### src/rtl/mult_unit_if.sv
// Execute-stage multiplier interface: request/control from the pipeline,
// product-valid, busy and the HI/LO pair back to it.
interface mult_unit_if #(
  parameter int unsigned WIDTH = 32
);
  logic             startE;
  logic             signedE;
  logic [WIDTH-1:0] srcaE;
  logic [WIDTH-1:0] srcbE;
  logic             advanceE;
  logic             flushE;
  logic             mthiE;
  logic             mtloE;
  logic             prodv;
  logic             busy;
  logic [WIDTH-1:0] hi;
  logic [WIDTH-1:0] lo;

  modport master (
    output startE, signedE, srcaE, srcbE, advanceE, flushE, mthiE, mtloE,
    input  prodv, busy, hi, lo
  );

  modport slave (
    input  startE, signedE, srcaE, srcbE, advanceE, flushE, mthiE, mtloE,
    output prodv, busy, hi, lo
  );
endinterface

### src/rtl/mult_unit.sv
// Iterative radix-2 shift-add multiplier for mult/multu, owning the HI/LO pair.
// Signed operands are reduced to magnitudes and the sign is reapplied at the end.
// Optional feature: define MULT_EARLY_TERM_EN to leave BUSY as soon as the
// remaining multiplier bits are all zero.
module mult_unit #(
  parameter int unsigned WIDTH = 32,
  parameter int unsigned CNT_W = 6
) (
  input logic        clk,
  input logic        reset,
  mult_unit_if.slave mulIf
);

  typedef enum logic [1:0] {StIdle, StBusy, StDone} state_e;

  state_e             stateQ, stateD;
  logic [CNT_W-1:0]   cntQ, cntD;
  logic [2*WIDTH-1:0] accQ, accD;
  logic [2*WIDTH-1:0] mcandQ, mcandD;
  logic [WIDTH-1:0]   mplierQ, mplierD;
  logic               negQ, negD;
  logic [WIDTH-1:0]   hiQ, hiD;
  logic [WIDTH-1:0]   loQ, loD;

  logic [WIDTH-1:0]   magA, magB;
  logic [2*WIDTH-1:0] prod;
  logic               lastStep;

  // Operand magnitudes; 0x8000_0000 negates to itself and is read as unsigned.
  always_comb begin
    magA = (mulIf.signedE && mulIf.srcaE[WIDTH-1]) ? ('0 - mulIf.srcaE) : mulIf.srcaE;
    magB = (mulIf.signedE && mulIf.srcbE[WIDTH-1]) ? ('0 - mulIf.srcbE) : mulIf.srcbE;
    prod = negQ ? ('0 - accQ) : accQ;
  end

  // Decide whether the current BUSY step is the final one.
  always_comb begin
    lastStep = (cntQ == CNT_W'(WIDTH - 1));
`ifdef MULT_EARLY_TERM_EN
    if (mplierQ[WIDTH-1:1] == '0) begin
      lastStep = 1'b1;
    end
`endif
  end

  // Next-state and datapath update for the multiply sequencer and HI/LO.
  always_comb begin
    stateD  = stateQ;
    cntD    = cntQ;
    accD    = accQ;
    mcandD  = mcandQ;
    mplierD = mplierQ;
    negD    = negQ;
    hiD     = hiQ;
    loD     = loQ;
    unique case (stateQ)
      StIdle: begin
        // Moves take precedence over a simultaneous multiply request.
        if (mulIf.mthiE || mulIf.mtloE) begin
          if (mulIf.mthiE) hiD = mulIf.srcaE;
          if (mulIf.mtloE) loD = mulIf.srcaE;
        end else if (mulIf.startE && !mulIf.flushE) begin
          stateD  = StBusy;
          mcandD  = {{WIDTH{1'b0}}, magA};
          mplierD = magB;
          negD    = mulIf.signedE & (mulIf.srcaE[WIDTH-1] ^ mulIf.srcbE[WIDTH-1]);
          cntD    = '0;
          accD    = '0;
        end
      end
      StBusy: begin
        if (mulIf.flushE) begin
          stateD = StIdle;
        end else begin
          if (mplierQ[0]) accD = accQ + mcandQ;
          mcandD  = mcandQ << 1;
          mplierD = mplierQ >> 1;
          cntD    = cntQ + 1'b1;
          if (lastStep) stateD = StDone;
        end
      end
      StDone: begin
        // Flush beats advance: a squashed multiply never touches HI/LO.
        if (mulIf.flushE) begin
          stateD = StIdle;
        end else if (mulIf.advanceE) begin
          hiD    = prod[2*WIDTH-1:WIDTH];
          loD    = prod[WIDTH-1:0];
          stateD = StIdle;
        end
      end
      default: stateD = StIdle;
    endcase
  end

  // State registers with asynchronous abort.
  always_ff @(posedge clk or posedge reset) begin
    if (reset) begin
      stateQ  <= StIdle;
      cntQ    <= '0;
      accQ    <= '0;
      mcandQ  <= '0;
      mplierQ <= '0;
      negQ    <= 1'b0;
      hiQ     <= '0;
      loQ     <= '0;
    end else begin
      stateQ  <= stateD;
      cntQ    <= cntD;
      accQ    <= accD;
      mcandQ  <= mcandD;
      mplierQ <= mplierD;
      negQ    <= negD;
      hiQ     <= hiD;
      loQ     <= loD;
    end
  end

  // Outputs are pure decodes of registered state.
  always_comb begin
    mulIf.prodv = (stateQ == StDone);
    mulIf.busy  = (stateQ != StIdle);
    mulIf.hi    = hiQ;
    mulIf.lo    = loQ;
  end

endmodule

### src/flat_wrapper.sv
// flat-port wrapper written by rule: the top's interface ports become plain ports
module mult_unit_flat 
#(
  parameter int unsigned WIDTH = 32,
  parameter int unsigned CNT_W = 6
)
  (clk, reset, mulIf_startE, mulIf_signedE, mulIf_srcaE, mulIf_srcbE, mulIf_advanceE, mulIf_flushE, mulIf_mthiE, mulIf_mtloE, mulIf_prodv, mulIf_busy, mulIf_hi, mulIf_lo);
  mult_unit_if #(.WIDTH(WIDTH)) mulIf_i ();
  input logic clk;
  input logic reset;
  input wire logic [$bits(mulIf_i.startE)-1:0] mulIf_startE;
  input wire logic [$bits(mulIf_i.signedE)-1:0] mulIf_signedE;
  input wire logic [$bits(mulIf_i.srcaE)-1:0] mulIf_srcaE;
  input wire logic [$bits(mulIf_i.srcbE)-1:0] mulIf_srcbE;
  input wire logic [$bits(mulIf_i.advanceE)-1:0] mulIf_advanceE;
  input wire logic [$bits(mulIf_i.flushE)-1:0] mulIf_flushE;
  input wire logic [$bits(mulIf_i.mthiE)-1:0] mulIf_mthiE;
  input wire logic [$bits(mulIf_i.mtloE)-1:0] mulIf_mtloE;
  output wire logic [$bits(mulIf_i.prodv)-1:0] mulIf_prodv;
  output wire logic [$bits(mulIf_i.busy)-1:0] mulIf_busy;
  output wire logic [$bits(mulIf_i.hi)-1:0] mulIf_hi;
  output wire logic [$bits(mulIf_i.lo)-1:0] mulIf_lo;
  assign mulIf_i.startE = mulIf_startE;
  assign mulIf_i.signedE = mulIf_signedE;
  assign mulIf_i.srcaE = mulIf_srcaE;
  assign mulIf_i.srcbE = mulIf_srcbE;
  assign mulIf_i.advanceE = mulIf_advanceE;
  assign mulIf_i.flushE = mulIf_flushE;
  assign mulIf_i.mthiE = mulIf_mthiE;
  assign mulIf_i.mtloE = mulIf_mtloE;
  assign mulIf_prodv = mulIf_i.prodv;
  assign mulIf_busy = mulIf_i.busy;
  assign mulIf_hi = mulIf_i.hi;
  assign mulIf_lo = mulIf_i.lo;
  mult_unit #(.WIDTH(WIDTH), .CNT_W(CNT_W)) u_core (.clk(clk), .reset(reset), .mulIf(mulIf_i));
endmodule
### config.mk
export PLATFORM = sky130hd
export DESIGN_NAME = mult_unit_flat
export DESIGN_NICKNAME = d
export VERILOG_FILES = /design/src/rtl/mult_unit_if.sv /design/src/rtl/mult_unit.sv /design/src/flat_wrapper.sv
export SDC_FILE = /design/constraint.sdc
export NUM_CORES = 1
export LEC_CHECK = 0
export BUFFER_PORTS_ARGS = -buffer_cell sky130_fd_sc_hd__buf_2
export CAP_MARGIN = 20
export CORE_MARGIN = 1
export CORE_UTILIZATION = 60
export DETAILED_ROUTE_END_ITERATION = 6
export PLACE_DENSITY = 0.76
export SYNTH_ARGS = -nofsm -noshare
export SYNTH_HDL_FRONTEND = slang
export SYNTH_SLANG_ARGS = --single-unit
### constraint.sdc
create_clock -name clk -period 7.72 [get_ports clk]
set_input_delay 0.772 -clock clk [delete_from_list [all_inputs] [get_ports clk]]
set_output_delay 0.772 -clock clk [all_outputs]
set_load 0.005 [all_outputs]
==> reports/summary.txt <==
Post-Syn Area: 0.01609 sq mm
yosys warns: 0
clk sink count: 233
Slew @ Worst Pin: 1.039 ns
Hold Crit Class: input port to async pin
GRT Total Usage: 36.55%
die height: 165.8 um
Final Hold Viols: 0
most frequent cells in the layout: nand2_1 (323), dfrtp_1 (233), o21ai_0 (210)
Post-synth EDFFs: 0
RePlAce Congestion: 0.9546
clk slew on worst S/H paths: 0.07 ns
relative slew slack: 30.70%
syn nets: 2,152
drt initial violations: 1,739
crit path capture type: flop
post-CTS setup repair buffer count: 0
vias in the first global route: 14,500
first-pass detailed-route iteration total: 7
CTS resizes: 0
Required @ worst endpoint: 8.14 ns
Die ar.: 0.02748 sq mm
Total Nets Final: 2,221
synth unique cells: 75
Seq/Total Area, Yosys: 36.23%
vias: 15,560
Worst setup SP type: flop
FF+latch count, synth: 233
status: complete, but fails checks
clock tree buffer depth: 3
final cell utilization of the core: 68.35%
dpl hpwl: 37,370 um
I/O Buffers: 137
routed len/inst: 20.78 um
maxcap violations: 0
most common cell after layout, fill and taps aside: nand2_1
CP max FO: 6
Syn-to-layout area delta: 11.30%
mean post-synth cell area: 7.999 sq um
Synth area leader: dfrtp_1
first-pass GRT wire length: 80,070 um
Lkg Pwr: 8.245 nW
Fillers: 2,239
main flop type after synthesis: dfrtp_1
Worst Path Arrival: 4.37 ns
post-route ant nets: 0
FF-to-FF End: u_core.accQ[56]
reg2reg start: u_core.accQ[0]
unrepaired setup endpoints after global routing: false
final worst path period share: 51.11%
fmax: 253.5 MHz
skew final: 0.01811 ns
VDD IR max: 0.0001852 V
synth top area cells: dfrtp_1 (36%), nand2_1 (7.5%), o21ai_0 (6.5%)
# setup viols final: 0
chip width: 165.8 um
R2R cell count: 12
asr flop ratio synth: 100.0%
Antenna diodes: 0
TritonCTS clock tree: done
core area: 0.02621 sq mm
FP Rows: 59
Tmin final: 3.945 ns
largest net degree at the start of global routing: 93
failing checks: DRC
CTS Buf Count: 27
Final Max Slew Viols: 0
layout cell share with drive strength beyond 1: 10.52%
Initial Utilization: 61.41%
pre-CTS setup slack: 3.948 ns
R2R Setup Slk: 3.77 ns
DR DRC count: 28
Setup WS post-layout: 3.775 ns
worst-skew pair later-pin latency: 0.54 ns
number of cells produced by synthesis: 2,012
total gr overflow: 0
CTS H-Tree Depth: 1
IO Count: 138
CTS Hold Buffers Added: 0
Post-Route WL: 50,610 um
root cell of the clock tree: clkbuf_16
setup TNS: 0 ns
top cell type's share of synthesized area: 36.23%
Vias/cell: 6.391
non-filler cells, final: 2,435
WS Path Type: flop to flop
Power Dens Cells: 272.5 mW/mm^2
Inst Count DP: 2,387
initial antenna violation count: 0
-- cells by family after synthesis --
group,Yosys count,synth area share [%]
mux,9,0.5675
simple gates,762,21.51
xor+xnor,162,8.816
fa+ha+maj,68,5.333
flops,233,36.23
buf+inv,147,3.436
compound gates,631,24.11
-- how the worst max path moves through the flow --
stage                                to  depth (start not counted)            from  slack (ns)
finish                  u_core.accQ[56]                         12  u_core.accQ[0]        3.77
global route        u_core.mulIf.hi[22]                         11  u_core.accQ[1]        3.65
CTS                     u_core.accQ[56]                         12  u_core.accQ[0]        3.89
detailed placement      u_core.accQ[56]                         12  u_core.accQ[0]        3.95
global placement        u_core.accQ[56]                         12  u_core.accQ[0]        4.08
floorplan                u_core.accQ[0]                          1           reset        0.56
-- sequential cells by signal, indices dropped and copies added, names as in the netlist --
name             flops
u_core.mplierQ      32
u_core.mulIf.hi     32
u_core.negQ          1
u_core.mcandQ       64
u_core.mulIf.lo     32
u_core.stateQ        2
u_core.cntQ          6
u_core.accQ         64
-- through the flow --
step	cell area (sq um)	hold WS (ns)	total power, mW
2_1_floorplan	16090	0.4447	2.897
3_3_place_gp	16930	0.4556	3.391
3_5_place_dp	16930	0.4604	3.431
4_1_cts	17910	0.3380	4.854
5_1_grt	17910	0.3486	5.134
6_report	17910	0.3024	4.881
-- worst max-delay path, cell delays in order, from the launching register on --
cell      delay, ns
dfrtp_1        0.44
ha_1           0.21
inv_1          0.06
fa_1           0.38
nor2b_1        0.22
o31a_1         0.25
o311ai_0       0.27
a311o_1        0.49
o21ai_1        0.61
a22o_1         0.29
o211ai_1       0.15
a21o_1         0.19
a32o_1         0.26
-- cells in the mapped netlist (all sizes together) (23+ instances only) --
| cell | n |
|---|---|
| clkbuf | 101 |
| dfrtp | 233 |
| xor2 | 74 |
| a21oi | 179 |
| nand3 | 66 |
| a21o | 47 |
| nand2 | 323 |
| o31ai | 45 |
| nor2 | 185 |
| o21ai | 213 |
| o41ai | 23 |
| xnor2 | 88 |
| nand4 | 23 |
| nor3 | 31 |
| ha | 67 |
| inv | 35 |
| or3 | 27 |
-- per-layer routing --
layer | global-route usage, % | share of wire (%)
met5 | 0 | 0
met4 | 11.82 | 3.2
met3 | 6.816 | 9.1
met2 | 56.39 | 44
met1 | 51.97 | 44
-- cell type report --
class                      instances  area (sq um)  share of cell area, %
tap                              335         419.2                  2.340
clock buffer                      35         755.7                  4.219
multi-input combinational       1632          9746                  54.41
sequential                       233          5831                  32.55
timing repair buffer             152         798.3                  4.457
inverter                          35         138.9                 0.7754
clock inverter                    13         224.0                  1.250
-- power by group --
part           switching, mW  internal, mW
clock network          0.532         0.887
registers              0.247          1.43
logic                   1.09         0.695
(Power assumes the default switching activity.)
